$ cat src/rtl/nib_serial_sub_pkg.sv
// Shared definitions for the nibble-serial subtractor: slice width, FSM
// state encoding and small helper functions.
package nib_serial_sub_pkg;

  localparam int SLICE_W = 4;

  typedef enum logic [1:0] {
    IDLE = 2'b00,
    RUN  = 2'b01,
    DONE = 2'b10
  } state_e;

  // Slice counter width: clog2 of the slice count, never less than one bit.
  function automatic int cnt_width(input int n);
    if (n <= 1) begin
      return 1;
    end else begin
      return $clog2(n);
    end
  endfunction

  // One-bit full adder cell; returns {carry_out, sum}.
  function automatic logic [1:0] full_add(input logic a, input logic b, input logic c);
    return {(a & b) | (a & c) | (b & c), a ^ b ^ c};
  endfunction

endpackage

$ cat src/rtl/nib_serial_sub_sub4.sv
// Combinational 4-bit ripple-borrow slice: d = a - b - borrow_in, built as
// a + ~b + ~borrow_in with full-adder cells; borrow_out is the inverted carry.
module nib_serial_sub_sub4
  import nib_serial_sub_pkg::*;
(
  input  logic [SLICE_W-1:0] a_i,
  input  logic [SLICE_W-1:0] b_i,
  input  logic               bin_i,
  output logic [SLICE_W-1:0] d_o,
  output logic               bout_o
);

  logic [SLICE_W:0] carry_s;

  // Ripple the inverted-borrow carry through the slice.
  always_comb begin
    carry_s    = '0;
    d_o        = '0;
    carry_s[0] = ~bin_i;
    for (int i = 0; i < SLICE_W; i++) begin
      {carry_s[i+1], d_o[i]} = full_add(a_i[i], ~b_i[i], carry_s[i]);
    end
    bout_o = ~carry_s[SLICE_W];
  end

endmodule

$ cat src/rtl/nib_serial_sub.sv
// Nibble-serial subtractor: D = A - B - Bin, one 4-bit slice per clock,
// least-significant slice first, with a start/busy/done handshake.
module nib_serial_sub
  import nib_serial_sub_pkg::*;
#(
  parameter int WIDTH = 16
) (
  input  logic             in_clk,
  input  logic             in_rst,
  input  logic             in_start,
  input  logic [WIDTH-1:0] in_A,
  input  logic [WIDTH-1:0] in_B,
  input  logic             in_Bin,
  output logic             out_busy,
  output logic             out_done,
  output logic [WIDTH-1:0] out_D,
  output logic             out_Bout,
  output logic             out_ovf
);

  localparam int N  = WIDTH / SLICE_W;
  localparam int CW = cnt_width(N);
  localparam logic [CW-1:0] LAST_CNT = CW'(N - 1);

  state_e state_q, state_d;

  logic [CW-1:0]          cnt_q;
  logic [WIDTH-1:0]       a_q, b_q, res_q;
  logic                   borrow_q;
  logic [WIDTH-1:0]       d_q;
  logic                   bout_q, ovf_q, done_q, busy_q;

  logic                   accept_s, run_s, last_s;
  logic [SLICE_W-1:0]     slice_d_s;
  logic                   slice_bout_s;
  logic [WIDTH+SLICE_W-1:0] res_cat_s;
  logic [WIDTH-1:0]       res_shift_s;
  logic                   ovf_s;

  nib_serial_sub_sub4 u_sub4 (
    .a_i   (a_q[SLICE_W-1:0]),
    .b_i   (b_q[SLICE_W-1:0]),
    .bin_i (borrow_q),
    .d_o   (slice_d_s),
    .bout_o(slice_bout_s)
  );

  // New slice enters at the top; after N shifts slice 0 sits at the bottom.
  assign res_cat_s   = {slice_d_s, res_q};
  assign res_shift_s = res_cat_s[WIDTH+SLICE_W-1:SLICE_W];
  // Operand registers hold the top slice in their low nibble on the last step.
  assign ovf_s = (a_q[SLICE_W-1] != b_q[SLICE_W-1]) && (slice_d_s[SLICE_W-1] != a_q[SLICE_W-1]);

  // FSM state register.
  always_ff @(posedge in_clk or posedge in_rst) begin
    if (in_rst) begin
      state_q <= IDLE;
    end else begin
      state_q <= state_d;
    end
  end

  // FSM next-state logic.
  always_comb begin
    state_d = state_q;
    case (state_q)
      IDLE:    state_d = in_start ? RUN : IDLE;
      RUN:     state_d = last_s ? DONE : RUN;
      DONE:    state_d = in_start ? RUN : IDLE;
      default: state_d = IDLE;
    endcase
  end

  // FSM control decode: accept a request, step a slice, detect the last slice.
  always_comb begin
    accept_s = 1'b0;
    run_s    = 1'b0;
    last_s   = 1'b0;
    case (state_q)
      IDLE:    accept_s = in_start;
      DONE:    accept_s = in_start;
      RUN: begin
        run_s  = 1'b1;
        last_s = (cnt_q == LAST_CNT);
      end
      default: accept_s = 1'b0;
    endcase
  end

  // Operand capture, per-slice shifting, borrow chaining and slice counting.
  always_ff @(posedge in_clk or posedge in_rst) begin
    if (in_rst) begin
      a_q      <= '0;
      b_q      <= '0;
      res_q    <= '0;
      borrow_q <= 1'b0;
      cnt_q    <= '0;
    end else if (accept_s) begin
      a_q      <= in_A;
      b_q      <= in_B;
      res_q    <= '0;
      borrow_q <= in_Bin;
      cnt_q    <= '0;
    end else if (run_s) begin
      a_q      <= a_q >> SLICE_W;
      b_q      <= b_q >> SLICE_W;
      res_q    <= res_shift_s;
      borrow_q <= slice_bout_s;
      if (!last_s) begin
        cnt_q <= cnt_q + CW'(1);
      end else begin
        cnt_q <= cnt_q;
      end
    end else begin
      a_q      <= a_q;
      b_q      <= b_q;
      res_q    <= res_q;
      borrow_q <= borrow_q;
      cnt_q    <= cnt_q;
    end
  end

  // Registered handshake flags and result registers loaded on completion.
  always_ff @(posedge in_clk or posedge in_rst) begin
    if (in_rst) begin
      busy_q <= 1'b0;
      done_q <= 1'b0;
      d_q    <= '0;
      bout_q <= 1'b0;
      ovf_q  <= 1'b0;
    end else begin
      busy_q <= (state_d == RUN);
      done_q <= last_s;
      if (last_s) begin
        d_q    <= res_shift_s;
        bout_q <= slice_bout_s;
        ovf_q  <= ovf_s;
      end else begin
        d_q    <= d_q;
        bout_q <= bout_q;
        ovf_q  <= ovf_q;
      end
    end
  end

  assign out_busy = busy_q;
  assign out_done = done_q;
  assign out_D    = d_q;
  assign out_Bout = bout_q;
  assign out_ovf  = ovf_q;

endmodule

$ cat config.mk
export PLATFORM = sky130hd
export DESIGN_NAME = nib_serial_sub
export DESIGN_NICKNAME = d
export VERILOG_FILES = /design/src/rtl/nib_serial_sub_pkg.sv /design/src/rtl/nib_serial_sub_sub4.sv /design/src/rtl/nib_serial_sub.sv
export SDC_FILE = /design/constraint.sdc
export NUM_CORES = 1
export LEC_CHECK = 0
export ABC_CLOCK_PERIOD_IN_PS = 3400
export CAP_MARGIN = 15
export CORE_MARGIN = 5
export CORE_UTILIZATION = 51
export CTS_CLUSTER_SIZE = 30
export DETAILED_ROUTE_END_ITERATION = 12
export PLACE_DENSITY = 0.79
export SYNTH_ARGS = -nofsm -noshare
export SYNTH_HDL_FRONTEND = slang
export SYNTH_SLANG_ARGS = --single-unit
$ cat constraint.sdc
create_clock -name in_clk -period 3.4 [get_ports in_clk]
set_input_delay 0.68 -clock in_clk [delete_from_list [all_inputs] [get_ports in_clk]]
set_output_delay 0.68 -clock in_clk [all_outputs]
set_load 0.1 [all_outputs]
* After elaboration in Yosys (flattened, before gate mapping)
Cells that the tools add are included.
** Storage, ports and cells
- Register bits :: 73
- Bits of input ports :: 36
- Output and inout port bits :: 20
- Logic and storage cells :: 75
** Operators by class
- $add $sub $neg :: 1
- Equal/unequal tests :: 7
- Multiplexer cells :: 17
- Bitwise gates (word level) :: 34
- Reductions and logical operators :: 5
** Operators with widths (count)
- $mux W16 :: 6
- $and A1 B1 Y1 :: 12
- $mux W2 :: 4
- $or A1 B1 Y1 :: 8
- $xor A1 B1 Y1 :: 8
- $mux W1 :: 6
- $not A1 Y1 :: 6
- $eq A2 B1 Y1 const B :: 2
- $eq A2 B2 Y1 const B :: 2
- $pmux W2 S2 :: 1
- $add A2 B1 Y2 const B :: 1
- $logic_not A2 Y1 :: 1
- $ne A1 B1 Y1 :: 2
- $ne A2 B2 Y1 const B :: 1
- $reduce_and A2 Y1 :: 1
- $reduce_bool A2 Y1 :: 1
- $reduce_or A2 Y1 :: 1
- $logic_and A1 B1 Y1 :: 1

* Longest topological paths before layout
Gate-level depths: netlist (run 1).
- Depth in word-level cells :: 16
- Gate-level depth with buffers :: 7
- Mapped depth without buffers :: 7

* Cells and area by module
A second synthesis (run 1) with hierarchy kept.
** Second synthesis, totals
- Cell total of the unflattened synthesis :: 206
- Area, all modules :: 2834.0 µm²
** By module, submodules not included
- nib_serial_sub :: instances 1, cells each 194, area each 2723.9 µm², sequential area each 1726.7 µm²
- nib_serial_sub_sub4 :: instances 1, cells each 12, area each 110.1 µm², sequential area each 0.0 µm²

* Least setup slack after synthesis (run 1)
OpenSTA, ideal clock, no wires.
- Path type :: reg-to-reg
- Start point :: register a_q[0]
- End point :: register ovf_q, in the netlist out_ovf
- Library setup time :: 95 ps
- Arrival time :: 2351 ps
- Data required time :: 3305 ps
- Setup slack :: 954 ps
- Stages on the path, launching flop included :: 7
- Buffers on the path :: 0
- Clock period less this slack :: 2446 ps
- Path through :: dfrtp_1 > fa_1 > fa_1 > fa_1 > fa_1 > xnor2_1 > o31ai_1
** On the way
- Longest elaborated chain between the ends :: 12
- Elaborated cells between the ends (all ways) :: 15
- Those cells by class :: eq/ne (1); bitwise (13); reduce/logical (1)
** Ends and longest elaborated chain
- from (decl) :: line nib_serial_sub.sv:28 : logic [WIDTH-1:0] a_q, b_q, res_q;
- from (signal assigned) :: line nib_serial_sub.sv:99 : a_q <= in_A;
- from (signal assigned) :: line nib_serial_sub.sv:105 : a_q <= a_q >> SLICE_W;
- from (signal assigned) :: line nib_serial_sub.sv:115 : a_q <= a_q;
- $and A1 B1 Y1 :: line nib_serial_sub_pkg.sv:24 : return {(a & b) | (a & c) | (b & c), a ^ b ^ c};
- $or A1 B1 Y1 * (2 in a row) :: line nib_serial_sub_pkg.sv:24
- $and A1 B1 Y1 :: line nib_serial_sub_pkg.sv:24
- $or A1 B1 Y1 :: line nib_serial_sub_pkg.sv:24
- $or A1 B1 Y1 * :: line nib_serial_sub_pkg.sv:24
- $and A1 B1 Y1 :: line nib_serial_sub_pkg.sv:24
- $or A1 B1 Y1 :: line nib_serial_sub_pkg.sv:24
- $or A1 B1 Y1 * :: line nib_serial_sub_pkg.sv:24
- $xor A1 B1 Y1 * :: line nib_serial_sub_pkg.sv:24
- named net slice_d_s[3] :: line nib_serial_sub.sv:34 : logic [SLICE_W-1:0] slice_d_s;
- $ne A1 B1 Y1 * :: line nib_serial_sub.sv:52 : assign ovf_s = (a_q[SLICE_W-1] != b_q[SLICE_W-1]) && (slice_d_s[SLICE_W-1] != a_q[SLICE_W-1]);
- $logic_and A1 B1 Y1 * :: line nib_serial_sub.sv:52
- to (signal assigned) :: line nib_serial_sub.sv:137 : ovf_q <= ovf_s;
- to (signal assigned) :: line nib_serial_sub.sv:141 : ovf_q <= ovf_q;
- to (decl) :: line nib_serial_sub.sv:31 : logic bout_q, ovf_q, done_q, busy_q;
Mark *: on every way through the listed nets, which the timed path passes. The rest lies on a longest branch.
A chain may end at the register's enable or synchronous reset.

* Worst setup path in the final report (run 1)
Ends and elaborated chain as after synthesis.

==> results.ini, run 1 <==
[status]
status = finished clean

[sta]
fmax_ghz = 0.3910
relSlewSlack_pct = 35.20
worst_pin_slew_ps = 969.1
slew_viol_final = 0
fin_crit_ps = 2557
setup_tns_ps = 0
fin_skew_ps = 6.114
period_share_pct = 75.22
grt_setup_unrepaired = no
final-hold-violation-count = 0
finalSetupViolCount = 0

[clock_network]
cts-root-buf = clkbuf_8
cts_made_buffers = 9
post_cts_buffers = 0
cts_tree = yes
ctsResizeCount = 0
cts_num_sinks = 69
clk_latency_ps = 340
h-tree-depth = 3
clk_pin_slew_ps = 60
clock_path_buffers = 2
postCtsHoldBufs = 0

[yosys]
syn_area_per_cell_sq_um = 12.49
ys_top_cells_by_area = dfrtp_1 61%, mux2_2 6.4%, a22o_1 6.2%, a22oi_1 5.3%, nand3_1 3.6%
ys.flop_type = dfrtp_1
synthCells = 225
seq_area_frac_synth_pct = 61.44
ys_async_sr_fraction_pct = 100.0
synth_edf_count = 0
synth.top_cell.area_share_pct = 61.44
ys_ff_latch = 69
yosys-top-cells-count = 69 x dfrtp_1, 24 x nand2_1, 20 x a22o_1, 20 x a22oi_1, 20 x nand3_1
synth_area_sq_um = 2810
synth_top_cell_by_area = dfrtp_1
ys.warnings.count = 0
synth_most_common_cell = dfrtp_1
synth.distinct_cells = 23
synth.net_count = 267

[critical_path]
arrival_ps = 2790
cp.required_ps = 3630
worst_setup_path_start_kind = flip-flop
end_kind = flip-flop
path_max_fanout = 3
worst_path_max_delay_cell = fa_1
cp_cell_sequence = fa_1, fa_1, fa_1, fa_1, xnor2_1, o31ai_1
critPathMostFrequentCell = fa_1
cpLargestDelayFamily = adder cells
cp_num_buf_inv = 0
crit_type = flip-flop to flip-flop
cpPeakStageDelay_ps = 510

[cells_and_area]
area_growth_pct = 27.69
drive_gt1_share_pct = 15.96
insertedDiodeCount = 0
nets = 320
stdcell_area_sq_um = 3588

[floorplan]
die_area_sq_um = 7095
ios = 56
core_area_sq_um = 5439
rows = 27
die_y_microns = 84.23
die_x_microns = 84.23
initial_utilization_pct = 51.67

[drt]
wl_met3_microns = 433
routed_wl_microns = 5523
met1_length_microns = 2415
ant_nets = 0
top_layer = met4
viasPerCell = 5.398
wl_met2_microns = 2579
wl_per_cell_microns = 15.60
drtIter0Drc = 79
drcViolationCount = 0
drt_pass1_iterations = 4
vias = 1911

[run]
drv_cap = 0

[global_routing]
antenna_found_initial = 0
grt_use_total_pct = 16.84
grt.overflow.total = 0
grt_max_degree = 40
grt_pass1_wl_microns = 9301
first_global_vias = 1884

[worst_hold_path]
holdCritPathClass = flip-flop to flip-flop

[placed_design]
io_buffers = 55
place_area_sq_um = 3392
dp_hpwl_microns = 3690
gp_congestion = 0.7943

==> per-layer routing <==
metal | vias up | track usage [%]
met4 | 0 | 8.333
li1 | 911 | -
met3 | 10 | 6.673
met2 | 54 | 24.61
met5 | - | 0
met1 | 936 | 21.83
==> final cells by class <==
type | instances | area, sq um
Timing Repair Buffer | 59 | 573.1
Multi-Input combinational cell | 131 | 972.2
Inverter | 8 | 30.03
Fill cell | 418 | 1851
Tap cell | 72 | 90.09
Sequential cell | 69 | 1727
Clock buffer | 15 | 196.4
==> tightest hold or removal path, cell delays in order (launching register included) <==
cell and delay (ps):
dfrtp_1 350, nand2_1 50, o21ai_0 60
==> path summary, 6_finish.rpt <==
| path | from | end | slack, ps | depth (start not counted) |
|---|---|---|---|---|
| worst max-delay path | a_q[0] | out_ovf | 840 | 6 |
| worst min-delay path | out_Bout | out_Bout | 490 | 2 |
| worst max register to register | a_q[0] | out_ovf | 840 | 6 |
| worst min register to register | out_Bout | out_Bout | 490 | 2 |
| max in group asynchronous | in_rst | a_q[15] | 1960 | 3 |
| min in group asynchronous | in_rst | out_done | 800 | 2 |
==> through the flow <==
| step | cells | hold WS [ps] | setup slack, ps | utilization [%] |
|---|---|---|---|---|
| after global routing | 354 | 513.5 | 755.1 | 65.98 |
| final | 354 | 491.1 | 842.7 | 65.98 |
| after global placement | 339 | 480.4 | 893.0 | 62.36 |
| after floorplan | 225 | 462.0 | 953.5 | - |
| after CTS | 354 | 500.1 | 833.1 | 65.98 |
| after detailed placement | 339 | 485.3 | 857.6 | 62.36 |
==> flip-flops by register name, indices dropped and copies added (netlist names) <==
signal	count
a_q	16
out_ovf	1
out_busy	1
out_done	1
cnt_q	2
borrow_q	1
out_Bout	1
b_q	16
res_q	12
state_q	2
out_D	16
==> logic make-up after synthesis <==
logic type / after synthesis / synth area share (%)
compound gates: 50 / 14.34
xor+xnor: 2 / 0.6234
fa+ha+maj: 6 / 3.740
buf+inv: 25 / 4.140
flops: 69 / 61.44
mux: 16 / 6.411
simple gates: 57 / 9.306
==> placed cells by master, fill, tap and decap left out <==
cell,count
dfrtp_1,69
clkdlybuf4s50_1,47
nand2_1,24
a22oi_1,20
nand3_1,20
a22o_1,20
mux2_2,16
clkbuf_8,14
buf_4,11
inv_1,7
a221o_1,5
nor3_1,4
o21ai_0,4
fa_1,4
nor2_1,3
nor2b_2,2
nand2b_1,2
xnor2_1,2
ha_1,2
nand3b_1,1
o31ai_1,1
nor3b_1,1
inv_2,1
clkbuf_1,1
buf_12,1
Power of run 1 is not shown: default switching activity piles up to over one toggle a cycle in this logic, so the estimate is an artifact.
==> inputs of run 2 (changes only) <==
Settings changed: ABC_CLOCK_PERIOD_IN_PS 3400 to 2640.
Clock period 3.4 ns to 2.64 ns, I/O delays scaled along.
==> run 2 against run 1 <==
Global-route usage rose by 0.25 points. Utilization fell by 0.44 points. Count of clock-buffer cells in the layout fell by 3. Die area did not move. Setup slack got worse by 770 ps. Final cell count rose by 0.56%. Critical path type unchanged. Highest routed layer unchanged.
==> results.ini, run 2 (same netlist as run 1, synthesis figures left out) <==
[critical_path]
r2r_slack_ps = 80
worst_setup_path_start_kind = flip-flop
worst_path_max_delay_cell = fa_1
path_max_fanout = 3
cpPeakStageDelay_ps = 500
cp.required_ps = 2880
cp_num_buf_inv = 0
end_kind = flip-flop
crit_type = flip-flop to flip-flop
critPathMostFrequentCell = fa_1
arrival_ps = 2800
cpLargestDelayFamily = adder cells
cp_cell_sequence = fa_1, fa_1, fa_1, fa_1, xnor2_1, o31ai_1

[cells_and_area]
area_growth_pct = 26.85
nets = 323
stdcell_area_sq_um = 3565
final_cell_mix = 69 x dfrtp_1, 35 x clkdlybuf4s50_1, 26 x buf_4
fillers = 424
drive_gt1_share_pct = 20.42
multi_input_area_sq_um = 972.2
insertedDiodeCount = 0
ff_latch_area_sq_um = 1727
final_common_cell = dfrtp_1
final_util_pct = 65.54

[global_routing]
grt_max_degree = 41
grt_pass1_wl_microns = 9666
first_global_vias = 1999
antenna_found_initial = 0
grt.overflow.total = 0
grt_use_total_pct = 17.09

[floorplan]
ios = 56
initial_utilization_pct = 51.67
die_x_microns = 84.23
die_y_microns = 84.23
rows = 27
core_area_sq_um = 5439
die_area_sq_um = 7095

[status]
status = finished clean

[clock_network]
cts-root-buf = clkbuf_8
ctsResizeCount = 0
cts_tree = yes
post_cts_buffers = 0
postCtsHoldBufs = 0
h-tree-depth = 3
clock_path_buffers = 2
clk_latency_ps = 330
clk_pin_slew_ps = 60
cts_num_sinks = 69
cts_made_buffers = 9

[sta]
slew_viol_final = 0
fmax_ghz = 0.3902
relSlewSlack_pct = 30.42
setup_tns_ps = 0
fin_crit_ps = 2563
grt_setup_unrepaired = no
fin_ws_ps = 77.30
fin_skew_ps = 7.523
worst_pin_slew_ps = 1040
finalSetupViolCount = 0
period_share_pct = 97.07
final-hold-violation-count = 0

[placed_design]
gp_congestion = 0.7930
dp_hpwl_microns = 3820
io_buffers = 55
place_area_sq_um = 3385
pre_cts_slack_ps = 58.20

[drt]
drtIter0Drc = 91
routed_wl_microns = 5549
viasPerCell = 5.514
drcViolationCount = 0
drt_pass1_iterations = 4
vias = 1963
ant_nets = 0
wl_per_cell_microns = 15.59

[run]
drv_cap = 0

[worst_hold_path]
holdCritPathClass = flip-flop to flip-flop

[run 2: routing by layer]
layer  share of wire, %  vias up  global-route usage [%]
met5                  0        -                       0
met4                1.9        0                   7.895
met3                6.9        8                   4.612
met2                 47       65                   26.90
met1                 44      971                   22.10
li1                   -      919                       -
[run 2: final cells by class]
class / count / share of cell area (%)
inverters: 8 / 0.8424
clock buffers: 12 / 4.072
well taps: 72 / 2.527
repair buffers: 62 / 15.87
clock inverters: 2 / 0.9828
multi-input cells: 131 / 27.27
flip-flops and latches: 69 / 48.44
[run 2: final timing paths]
kind / startpoint / end / depth (start not counted)
min reg2reg: out_ovf / out_ovf / 2
max: a_q[0] / out_ovf / 6
max reg2reg: a_q[0] / out_ovf / 6
min in group asynchronous: in_rst / out_D[2] / 2
max in group asynchronous: in_rst / b_q[4] / 3
min: out_ovf / out_ovf / 2
[run 2: stage by stage]
step / hold WS [ps] / std cells
2_1_floorplan: 462.0 / 225
3_3_place_gp: 480.7 / 342
3_5_place_dp: 471.3 / 342
4_1_cts: 485.5 / 356
5_1_grt: 511.2 / 356
6_report: 478.4 / 356
[run 2: worst reg2reg max path: cells and delay by family (launching register included)]
kind            cells  cell delay (ps)
compound gates      1              180
xor+xnor            1              150
fa+ha+maj           4             1750
flops               1              410
Power of run 2 is left out for the same reason.
==> inputs of run 3 (changes only) <==
Settings changed: ABC_AREA set to 1, CORE_MARGIN 5 to not set, CORE_UTILIZATION 51 to 52.
==> run 3 against run 2 <==
Fmax increased by 1.9%. First-iteration DRC count increased by 49%. Sequential cell count unchanged. Synthesized cell count increased by 68%. Area after synthesis increased by 10%. Non-clock buffer count decreased by 2. Highest routed layer unchanged.
==> results.ini, run 3 <==
[yosys]
synth.distinct_cells = 21
synth_area_sq_um = 3099
synth_top_cell_by_area = dfrtp_1
synth_most_common_cell = nand2_1
yosys-top-cells-count = 176 x nand2_1, 69 x dfrtp_1, 49 x inv_1
seq_area_frac_synth_pct = 55.71
synth.net_count = 420
ys.flop_type = dfrtp_1
syn_area_per_cell_sq_um = 8.199
synthCells = 378
ys.warnings.count = 0
ys_top_cells_by_area = dfrtp_1 56%, nand2_1 21%, inv_1 5.9%, nand3_1 4.7%, o21ai_0 3.1%
ys_async_sr_fraction_pct = 100.0
synth.top_cell.area_share_pct = 55.71
synth_edf_count = 0
ys_ff_latch = 69

[drt]
viasPerCell = 4.849
drcViolationCount = 0
ant_nets = 0
vias = 2468
routed_wl_microns = 5962
drt_pass1_iterations = 5
wl_per_cell_microns = 11.71
drtIter0Drc = 136

[global_routing]
grt.overflow.total = 0
grt_max_degree = 40
grt_use_total_pct = 23.10
grt_pass1_wl_microns = 10930
antenna_found_initial = 0
first_global_vias = 2544

[clock_network]
h-tree-depth = 3
cts-root-buf = clkbuf_8
cts_made_buffers = 9
clk_pin_slew_ps = 70
cts_num_sinks = 69
clk_latency_ps = 340
cts_tree = yes
clock_path_buffers = 2

[floorplan]
rows = 27
initial_utilization_pct = 54.93
die_x_microns = 79.20
die_y_microns = 79.20
core_area_sq_um = 5642
die_area_sq_um = 6273
ios = 56

[placed_design]
dp_hpwl_microns = 3989
gp_congestion = 0.7551
io_buffers = 55

[cells_and_area]
final_cell_mix = 176 x nand2_1, 69 x dfrtp_1, 48 x inv_1
final_util_pct = 68.17
fillers = 483
insertedDiodeCount = 0
drive_gt1_share_pct = 11.67
final_common_cell = nand2_1
nets = 475
area_growth_pct = 24.10

[sta]
fin_crit_ps = 2516
final-hold-violation-count = 0
worst_pin_slew_ps = 636.7
fmax_ghz = 0.3975
fin_skew_ps = 8.825
slew_viol_final = 0
grt_setup_unrepaired = no
relSlewSlack_pct = 57.49
finalSetupViolCount = 0
period_share_pct = 95.29

[critical_path]
end_kind = flip-flop
path_max_fanout = 3
worst_setup_path_start_kind = flip-flop
cp.required_ps = 2870
crit_type = flip-flop to flip-flop
arrival_ps = 2750

[power_and_ir_drop]
leakage_uw = 0.002096
total_power_uw = 5489
p_per_area_nw_per_um2 = 1427
vdd_drop_max_v = 0.0009831

[status]
status = finished clean

[worst_hold_path]
holdCritPathClass = flip-flop to flip-flop

[run]
drv_cap = 0

[run 3: report_power, final]
part / total (uW) / switching (uW) / internal, uW
clock network: 859 / 379 / 479
logic: 2820 / 2020 / 797
registers: 1810 / 285 / 1520
total: 5490 / 2690 / 2800
[run 3: path summary, 6_finish.rpt]
kind	to	slack, ps	cells after the start	start
max in group asynchronous	b_q[8]	1420	3	in_rst
min in group asynchronous	res_q[10]	590	2	in_rst
min	a_q[15]	470	2	a_q[15]
min reg2reg	a_q[15]	470	2	a_q[15]
max	out_ovf	120	7	a_q[0]
max reg2reg	out_ovf	120	7	a_q[0]
[run 3: repair_timing]
item / in CTS / in global routing
hold buffers: 0 / 0
resized for setup: 1 / 1
endpoints found under the setup margin: 1 / 1
setup buffers: 1 / 0
pin swaps: 1 / 1
[run 3: layout make-up]
cell class | count | area, sq um | share of cell area, %
clock inverters | 4 | 47.55 | 1.236
multi-input cells | 241 | 1082 | 28.14
clock buffers | 11 | 151.4 | 3.936
repair buffers | 60 | 550.5 | 14.31
flip-flops and latches | 69 | 1727 | 44.89
well taps | 72 | 90.09 | 2.342
inverters | 52 | 197.7 | 5.140
[run 3: critical path, stage by stage, from the launching register on]
cell     delay, ps
dfrtp_1        400
fa_1           440
fa_2           360
fa_2           350
fa_1           470
or2_2          280
nand2_1         60
nand2_1         40
[run 3: cell families after synthesis]
group                    after synthesis  share of synthesized area [%]
AO/OA/AOI/OAI                         23                          3.714
flip-flops                            69                          55.71
buffers and inverters                 68                          9.528
adder cells (fa/ha/maj)                6                          3.391
AND/OR/NAND/NOR                      212                          27.65
[run 3: metrics by stage]
step	hold slack [ps]	setup TNS (ps)	instance area (sq um)	worst slack (ps)	std cells
after floorplan	442.7	0	3099	100.3	378
after global placement	454.3	0	3635	61.51	493
after detailed placement	460.0	-3.516	3635	-3.516	493
after CTS	477.8	0	3844	32.81	509
after global routing	500.4	0	3846	18.31	509
final	473.6	0	3846	124.3	509
[run 3: metal layers]
| layer | wire (microns) | GRT usage (%) | share of wire (%) |
|---|---|---|---|
| met3 | 243 | 4.483 | 4.1 |
| met4 | 150 | 12.36 | 2.5 |
| met5 | 0 | 0 | 0 |
| met1 | 2685 | 27.20 | 45 |
| met2 | 2882 | 39.74 | 48 |
Power figures use the tool's default switching activity.
